[src/rtl/async_fifo_pkg.sv]
// ============================================================================
// Module   : async_fifo_pkg
// Brief    : Gray/binary pointer helpers and read-side FSM states for the async FIFO.
// Revision : 1.0
// ============================================================================
`default_nettype none

package async_fifo_pkg;

  typedef enum logic [0:0] {
    IDLE  = 1'b0,
    BURST = 1'b1
  } rd_state_e;

  // Width-generic up to 32 bits; callers cast the result down to their pointer width.
  function automatic logic [31:0] bin2gray(input logic [31:0] bin);
    return bin ^ (bin >> 1);
  endfunction

  function automatic logic [31:0] gray2bin(input logic [31:0] gray);
    logic [31:0] bin;
    bin[31] = gray[31];
    for (int i = 30; i >= 0; i--) begin
      bin[i] = bin[i+1] ^ gray[i];
    end
    return bin;
  endfunction

endpackage

`default_nettype wire

[src/rtl/gray2bin.sv]
// ============================================================================
// Module   : gray2bin
// Brief    : Combinational gray-to-binary converter built as an xor-prefix chain.
// Revision : 1.0
// ============================================================================
`default_nettype none

module gray2bin #(
  parameter int W = 9
) (
  input  logic [W-1:0] i_gray,
  output logic [W-1:0] o_bin
);

  // Each binary bit is the parity of all gray bits at or above it.
  for (genvar i = 0; i < W; i++) begin : g_bit
    assign o_bin[i] = ^i_gray[W-1:i];
  end

endmodule

`default_nettype wire

[src/rtl/rptr_burst_ctrl.sv]
// ============================================================================
// Module   : rptr_burst_ctrl
// Brief    : Async FIFO read-pointer controller with single pops and a burst-read engine.
// Revision : 1.0
// ============================================================================
`default_nettype none

module rptr_burst_ctrl
  import async_fifo_pkg::*;
#(
  parameter  int ADDR_LEN  = 8,
  parameter  int MAX_BURST = 16,
  parameter  int AE_THRESH = 4,
  localparam int LEN_W     = $clog2(MAX_BURST + 1)
) (
  input  logic                rclk,
  input  logic                rrst,
  input  logic                rincr_i,
  input  logic                rburst_req_i,
  input  logic [LEN_W-1:0]    rburst_len_i,
  input  logic [ADDR_LEN:0]   w2rptr_sync_i,
  output logic [ADDR_LEN-1:0] fifo_raddr_o,
  output logic                rd_en_o,
  output logic [ADDR_LEN:0]   rptr_o,
  output logic                rempty_o,
  output logic                ralmost_empty_o,
  output logic [ADDR_LEN:0]   rlevel_o,
  output logic                rburst_busy_o,
  output logic                rburst_ack_o,
  output logic                rerr_o
);

  localparam int               PW          = ADDR_LEN + 1;
  localparam logic [LEN_W-1:0] C_MAX_LEN   = LEN_W'(MAX_BURST);
  localparam logic [LEN_W-1:0] C_LEN_ONE   = LEN_W'(1);
  localparam logic [PW-1:0]    C_AE_THRESH = PW'(AE_THRESH);

  rd_state_e        r_state, w_state_nxt;
  logic [LEN_W-1:0] r_remaining, w_remaining_nxt;
  logic [PW-1:0]    r_rbin, w_rbin_nxt;
  logic [PW-1:0]    r_rptr, r_rlevel;
  logic             r_rempty, r_ralmost_empty;
  logic [PW-1:0]    w_wbin, w_level_nxt, w_rgray_nxt;
  logic             w_adv, w_ack, w_err;

  gray2bin #(
    .W (PW)
  ) u_wptr_g2b (
    .i_gray (w2rptr_sync_i),
    .o_bin  (w_wbin)
  );

  always_comb begin
    w_state_nxt     = r_state;
    w_remaining_nxt = r_remaining;
    w_adv           = 1'b0;
    w_ack           = 1'b0;
    w_err           = 1'b0;
    case (r_state)
      BURST: begin
        w_adv           = 1'b1;
        w_remaining_nxt = r_remaining - C_LEN_ONE;
        if (r_remaining == C_LEN_ONE) begin
          w_state_nxt = IDLE;
        end
      end
      default: begin
        if (rburst_req_i && (rburst_len_i == '0 || rburst_len_i > C_MAX_LEN)) begin
          w_ack = 1'b1;
          w_err = 1'b1;
        end else if (rburst_req_i && (PW'(rburst_len_i) <= r_rlevel)) begin
          // Accepting a burst pops its first word now; single pops are dropped this cycle.
          w_ack           = 1'b1;
          w_adv           = 1'b1;
          w_remaining_nxt = rburst_len_i - C_LEN_ONE;
          if (rburst_len_i != C_LEN_ONE) begin
            w_state_nxt = BURST;
          end
        end else if (rincr_i) begin
          if (r_rempty) begin
            w_err = 1'b1;
          end else begin
            w_adv = 1'b1;
          end
        end
      end
    endcase
  end

  assign w_rbin_nxt  = r_rbin + PW'(w_adv);
  assign w_rgray_nxt = PW'(bin2gray(32'(w_rbin_nxt)));
  assign w_level_nxt = w_wbin - w_rbin_nxt;

  always_ff @(posedge rclk) begin
    if (rrst) begin
      r_state         <= IDLE;
      r_remaining     <= '0;
      r_rbin          <= '0;
      r_rptr          <= '0;
      r_rlevel        <= '0;
      r_rempty        <= 1'b1;
      r_ralmost_empty <= 1'b1;
    end else begin
      r_state         <= w_state_nxt;
      r_remaining     <= w_remaining_nxt;
      r_rbin          <= w_rbin_nxt;
      r_rptr          <= w_rgray_nxt;
      r_rlevel        <= w_level_nxt;
      r_rempty        <= (w_rgray_nxt == w2rptr_sync_i);
      r_ralmost_empty <= (w_level_nxt <= C_AE_THRESH);
    end
  end

  assign fifo_raddr_o    = r_rbin[ADDR_LEN-1:0];
  assign rd_en_o         = w_adv;
  assign rptr_o          = r_rptr;
  assign rempty_o        = r_rempty;
  assign ralmost_empty_o = r_ralmost_empty;
  assign rlevel_o        = r_rlevel;
  assign rburst_busy_o   = (r_state == BURST);
  assign rburst_ack_o    = w_ack;
  assign rerr_o          = w_err;

endmodule

`default_nettype wire

[config.mk]
export PLATFORM = sky130hd
export DESIGN_NAME = rptr_burst_ctrl
export DESIGN_NICKNAME = d
export VERILOG_FILES = /design/src/rtl/async_fifo_pkg.sv /design/src/rtl/gray2bin.sv /design/src/rtl/rptr_burst_ctrl.sv
export SDC_FILE = /design/constraint.sdc
export NUM_CORES = 1
export LEC_CHECK = 0
export CAP_MARGIN = 30
export CORE_ASPECT_RATIO = 0.5
export CORE_MARGIN = 2
export CORE_UTILIZATION = 56
export DETAILED_ROUTE_END_ITERATION = 8
export PLACE_DENSITY = 0.86
export REMOVE_ABC_BUFFERS = 1
export SLEW_MARGIN = 5
export SYNTH_ARGS = -nofsm -noshare
export SYNTH_HDL_FRONTEND = slang
export SYNTH_HIERARCHICAL = 1
export SYNTH_SLANG_ARGS = --single-unit
[constraint.sdc]
create_clock -name rclk -period 7.75 [get_ports rclk]
set_input_delay 0.775 -clock rclk [delete_from_list [all_inputs] [get_ports rclk]]
set_output_delay 0.775 -clock rclk [all_outputs]
set_load 0.02 [all_outputs]
==> results.yml, run 1 <==
sta:
  period_share_pct: 70.2
  finalMaxSlewViolations: 0
  tns_ns: 0
  tightest_slew_ns: 0.716
  rsz0062_at_grt: "false"
  clock-skew-final_ns: 0.00612
  max_freq_ghz: 0.184
  relSlewSlack_pct: 51.9
  setup_violations: 0
  period_needed_ns: 5.44
  hold_viol: 0
place:
  dpl.cell_count: 373
  postPlaceCellArea_sq_um: 2950
  io_buffers: 49
  hpwlAfterDp_mm: 4.07
  place_congestion: 0.835
setup_path:
  slowest_delay_ns: 0.59
  path_buf_inv: 1
  cp-end-kind: "flip-flop"
  path_max_fanout: 8
  slowest_stage: "nor3b_1"
  crit_chain: "clkdlybuf4s50_1 > ha_1 > nor2b_1 > o21a_1 > o21a_1 > o21ai_0 > a21oi_1 > nor3b_1 > a311o_1 > ha_1 > ha_1 > nand3_1 > xor2_2 > a2bb2oi_1 > a22o_1 > a21oi_1 > maj3_1 > xor2_1 > a41o_1"
  crit_top_cell: "ha_1"
  cp-start-kind: "input pin"
  path_delay_family: "compound AO/OA/AOI/OAI gates"
  arrival_ns: 5.62
  critical_path_class: "input pin to flip-flop"
  worstPathRequired_ns: 7.93
detailed_routing:
  ant_nets: 0
  top_layer_used: "met4"
  num_vias: 2069
  viasPerCell: 5.43
  initialDrtViolationCount: 79
  drc_errors: 0
  drt-met1-wl_mm: 2.41
  routed_wirelength_mm: 5.27
  wl_met2_mm: 2.51
  dr.pass1.iters: 4
  wl_met3_um: 280
  wl_per_cell_um: 13.8
cts:
  cts_root_buf: "clkbuf_8"
  ctsResizeCount: 0
  postCtsSetupRepairBufs: 0
  cts_inserted_buffers: 5
  clock_latency_ns: 0.28
  cts_buffer_depth: 2
  path_clk_slew_ns: 0.07
  cts_hold_buf: 0
  cts_sinks: 34
  h-tree-depth: 2
  tritoncts: "done"
cells_and_area:
  multi_input_area_sq_um: 1620
  fin_cells: 381
  regArea_sq_um: 681
  num_antenna_cells: 0
  drive_gt1_share_pct: 7.34
  fin_area_sq_um: 3060
  nets: 361
  synthToLayoutAreaGrowth_pct: 26.0
  final_util_pct: 75.9
  fillers: 271
synth:
  syn_area_per_cell_sq_um: 8.72
  synth_edf_count: 0
  syn_inst: 278
  seq_area_frac_synth_pct: 28.1
  synth.largest_area_cell: "dfxtp_1"
  synth_ff_type: "dfxtp_1"
  synthArstFlopShare_pct: 0
  synthTopCellsByCount: "dfxtp_1, nor2_1, xnor2_1"
  ys_ff_latch: 34
  ys_top_cells_by_area: "dfxtp_1, xnor2_1, ha_1, xor2_1, nor2_1"
  syn_area_sq_um: 2420
  synth.top_cell.area_share_pct: 28.1
  ys_warn_count: 6
  yosysUniqueCellTypes: 53
floorplan:
  start_util_pct: 60.3
  rows: 16
  die_w_um: 97.1
  ios: 50
  fp.dieH_um: 50.5
  core_area_sq_um: 4020
  die_area_sq_um: 4900
outcome:
  status: "finished clean"
pwr:
  powerDensity_nw_per_um2: 253
  power.leakage_nw: 1.24
  ir_drop_v: 0.000144
job:
  cap_violations: 0
grt:
  grt_pass1_wl_mm: 9.20
  grt_pass1_vias: 2046
  antenna_found_initial: 0
  track_usage_pct: 23.7
  grt_max_degree: 38
  grt_overflow: 0
hold_path:
  hold_path_class: "flip-flop to flip-flop"
per-layer routing:
| layer | track usage (%) | up-vias |
|---|---|---|
| met1 | 29.4 | 969 |
| li1 | - | 1039 |
| met5 | 0 | - |
| met4 | 7.98 | 0 |
| met3 | 6.27 | 10 |
| met2 | 40.6 | 51 |
cell type report:
| cell class | count | share of cell area (%) |
|---|---|---|
| well taps | 54 | 2.21 |
| inverters | 20 | 2.46 |
| flip-flops and latches | 34 | 22.3 |
| repair buffers | 50 | 16.3 |
| clock buffers | 8 | 3.60 |
| multi-input cells | 215 | 53.2 |
where the power goes:
| group | total, mW | internal, mW | switching (mW) |
|---|---|---|---|
| combinational | 0.391 | 0.180 | 0.212 |
| sequential | 0.230 | 0.207 | 0.0237 |
| clock | 0.150 | 0.0896 | 0.0607 |
| total | 0.772 | 0.476 | 0.296 |
cell families after synthesis:
family / Yosys count / share of synthesized area [%]
AOI/OAI and AO/OA: 45 / 12.5
xor gates and xnor gates: 56 / 24.4
adders and majority gates: 20 / 10.4
buffers and inverters: 29 / 4.95
DFF: 34 / 28.1
muxes: 2 / 0.826
and+or+nand+nor: 92 / 18.8
registers in the layout, summed over array words and instances, names as in the netlist:
signal / flops
rempty_o: 1
rburst_busy_o: 1
r_rbin: 9
rptr_o: 8
r_remaining: 5
rlevel_o: 9
ralmost_empty_o: 1
cells in the final DEF (no fill, tap or decap), types with 4 or more instances in the layout:
cell type        netlist  routed
clkdlybuf4s50_1        0      49
clkbuf_8               0       8
a211oi_1               5       5
nand2_1               17      17
nor3_1                 7       7
o21ai_0                7       7
a21oi_1               13      13
or3_1                  4       4
nand3_1                8       8
dfxtp_1               34      34
nor2_1                34      34
xor2_1                15      15
xnor2_1               32      32
nor2b_1                6       6
inv_1                 20      20
ha_1                  16      16
worst paths after layout:
check / cells past startpoint / slack (ns) / to / startpoint
max reg2reg: 19 / 2.92 / ralmost_empty_o$_SDFF_PP1_ / rlevel_o[1]$_SDFF_PP0_
max: 19 / 2.31 / ralmost_empty_o$_SDFF_PP1_ / rburst_len_i[1]
min reg2reg: 1 / 0.57 / r_remaining[0]$_SDFFE_PP0P_ / r_remaining[0]$_SDFFE_PP0P_
min: 1 / 0.57 / r_remaining[0]$_SDFFE_PP0P_ / r_remaining[0]$_SDFFE_PP0P_
metrics by stage:
stage | hold slack (ns) | setup WS [ns] | power (mW)
2_1_floorplan | 0.484 | 2.86 | 0.499
3_3_place_gp | 0.529 | 2.19 | 0.605
3_5_place_dp | 0.548 | 2.04 | 0.621
4_1_cts | 0.562 | 2.34 | 0.776
5_1_grt | 0.590 | 1.93 | 0.828
6_report | 0.573 | 2.31 | 0.772
Power figures use the tool's default switching activity.
==> inputs of run 2 (changes only) <==
--- a/config.mk
+++ b/config.mk
@@ -8,9 +8,9 @@
 export CAP_MARGIN = 30
 export CORE_ASPECT_RATIO = 0.5
 export CORE_MARGIN = 2
-export CORE_UTILIZATION = 56
+export CORE_UTILIZATION = 47
 export DETAILED_ROUTE_END_ITERATION = 8
-export PLACE_DENSITY = 0.86
+export PLACE_DENSITY = 0.77
 export REMOVE_ABC_BUFFERS = 1
 export SLEW_MARGIN = 5
 export SYNTH_ARGS = -nofsm -noshare
==> constraint.sdc (replaced) <==
create_clock -name rclk -period 4.7 [get_ports rclk]
set_input_delay 0.47 -clock rclk [delete_from_list [all_inputs] [get_ports rclk]]
set_output_delay 0.47 -clock rclk [all_outputs]
set_load 0.02 [all_outputs]
==> results.yml, run 2 (synthesis gave the netlist of run 1 again) <==
setup_path:
  arrival_ns: 4.58
  path_max_fanout: 4
  reg2reg_to: "ralmost_empty_o$_SDFF_PP1_"
  crit_top_cell: "ha_1"
  slowest_stage: "clkdlybuf4s50_1"
  crit_chain: "clkdlybuf4s50_1 > inv_1 > ha_1 > nor2b_1 > o21a_1 > o21a_1 > o21ai_0 > a21oi_2 > nor3b_2 > a311o_1 > ha_1 > ha_1 > inv_1 > ha_1 > nor2b_1 > o21ai_1 > o211ai_1 > a22o_1 > a21oi_1 > maj3_1 > xor2_1 > a41o_1"
  cp-start-kind: "input pin"
  path_buf_inv: 3
  worstPathRequired_ns: 4.89
  cp-end-kind: "flip-flop"
  timing.rr.start: "rlevel_o[1]$_SDFF_PP0_"
  critical_path_class: "input pin to flip-flop"
  rrSetupSlack_ns: 0.59
  worstRegToRegCells: 21
  slowest_delay_ns: 0.48
  path_delay_family: "compound AO/OA/AOI/OAI gates"
sta:
  finalMaxSlewViolations: 0
  relSlewSlack_pct: 57.7
  max_freq_ghz: 0.228
  period_share_pct: 93.5
  tightest_slew_ns: 0.634
  hold-worst-slack_ns: 0.572
  setup_violations: 0
  period_needed_ns: 4.39
  rsz0062_at_grt: "false"
  clock-skew-final_ns: 0.00474
  hold_viol: 0
grt:
  grt_pass1_wl_mm: 9.66
  grt_max_degree: 22
  track_usage_pct: 21.9
  grt_pass1_vias: 2089
  antenna_found_initial: 0
  grt_overflow: 0
cts:
  h-tree-depth: 2
  clock_latency_ns: 0.29
  cts_hold_buf: 0
  cts_buffer_depth: 2
  cts_inserted_buffers: 5
  cts_sinks: 34
  path_clk_slew_ns: 0.07
  tritoncts: "done"
  cts_root_buf: "clkbuf_8"
floorplan:
  rows: 18
  fp.dieH_um: 54.8
  die_area_sq_um: 5780
  start_util_pct: 48.9
  die_w_um: 106
  core_area_sq_um: 4950
  ios: 50
cells_and_area:
  drive_gt1_share_pct: 13.9
  synthToLayoutAreaGrowth_pct: 32.9
  final_common_cell: "clkdlybuf4s50_1"
  nets: 381
  num_antenna_cells: 0
  mostFrequentLayoutCells: "clkdlybuf4s50_1, nor2_1, dfxtp_1"
pwr:
  power.leakage_nw: 1.33
  total_power_mw: 1.28
  powerDensity_nw_per_um2: 399
  ir_drop_v: 0.000184
detailed_routing:
  wl_per_cell_um: 14.1
  viasPerCell: 5.13
  num_vias: 2135
  dr.pass1.iters: 4
  routed_wirelength_mm: 5.86
  drc_errors: 0
  ant_nets: 0
  initialDrtViolationCount: 101
place:
  io_buffers: 49
  hpwlAfterDp_mm: 4.60
  place_congestion: 0.832
hold_path:
  min_from: "r_remaining[0]$_SDFFE_PP0P_"
  hold_path_class: "flip-flop to flip-flop"
  min_to: "r_remaining[0]$_SDFFE_PP0P_"
  min_delay_path_depth: 1
job:
  cap_violations: 0
outcome:
  status: "finished clean"
==> run 2: cell count changes in the layout (fill, tap and decap cells not counted), sizes merged <==
cell	previous run	this run
clkbuf	8	5
clkinv	0	2
buf	1	21
==> run 2: stage by stage <==
step | std cells | setup slack [ns] | setup TNS, ns | util (%) | cell area (sq um)
CTS | 416 | 0.216 | 0 | 64.6 | 3200
global route | 416 | 0.0171 | 0 | 65.1 | 3220
global placement | 408 | 0.0859 | 0 | 62.7 | 3110
detailed placement | 409 | -0.0848 | -0.107 | 63.0 | 3120
finish | 416 | 0.307 | 0 | 65.1 | 3220
floorplan | 269 | 0.110 | 0 | - | 2380
==> run 2: how the worst max path moves through the flow <==
stage / from / end / cells after the start
finish: rburst_len_i[0] / ralmost_empty_o$_SDFF_PP1_ / 22
global placement: rburst_len_i[0] / ralmost_empty_o$_SDFF_PP1_ / 21
CTS: rburst_len_i[1] / ralmost_empty_o$_SDFF_PP1_ / 21
detailed placement: rburst_len_i[1] / ralmost_empty_o$_SDFF_PP1_ / 21
floorplan: rlevel_o[1]$_SDFF_PP0_ / ralmost_empty_o$_SDFF_PP1_ / 21
global route: rburst_len_i[1] / ralmost_empty_o$_SDFF_PP1_ / 21
==> run 2: area by class of cell <==
class / count / area, sq um
clock buffers: 5 / 68.8
inverters: 20 / 75.1
clock inverters: 2 / 10.0
well taps: 70 / 87.6
multi-input cells: 215 / 1650
flip-flops and latches: 34 / 681
repair buffers: 70 / 656
fillers: 420 / 1730
==> run 2: what timing repair did <==
item | CTS | global route
gates resized for setup | 0 | 6
endpoints found under the hold margin | 0 | 0
endpoints found under the setup margin | 0 | 3
buffers inserted | 0 | 0
==> run 2: per-layer routing <==
metal  up-vias  share of wire, %  global-route usage (%)
met5         -                 0                       0
met1      1007                46                    26.0
met3         5               3.9                    5.60
met2        47                49                    40.2
li1       1076                 -                       -
met4         0               1.0                    7.68
==> run 2: where the power goes <==
group          internal (mW)  switching, mW
clock                 0.0994          0.110
sequential             0.340         0.0426
combinational          0.329          0.364
==> run 2: worst register-to-register path: cells and delay by family, from the launching register on <==
kind,cells,cell delay [ns]
compound gates,10,1.55
fa+ha+maj,5,1.43
simple gates,3,0.41
flops,1,0.33
xor+xnor,1,0.16
buf+inv,2,0.14
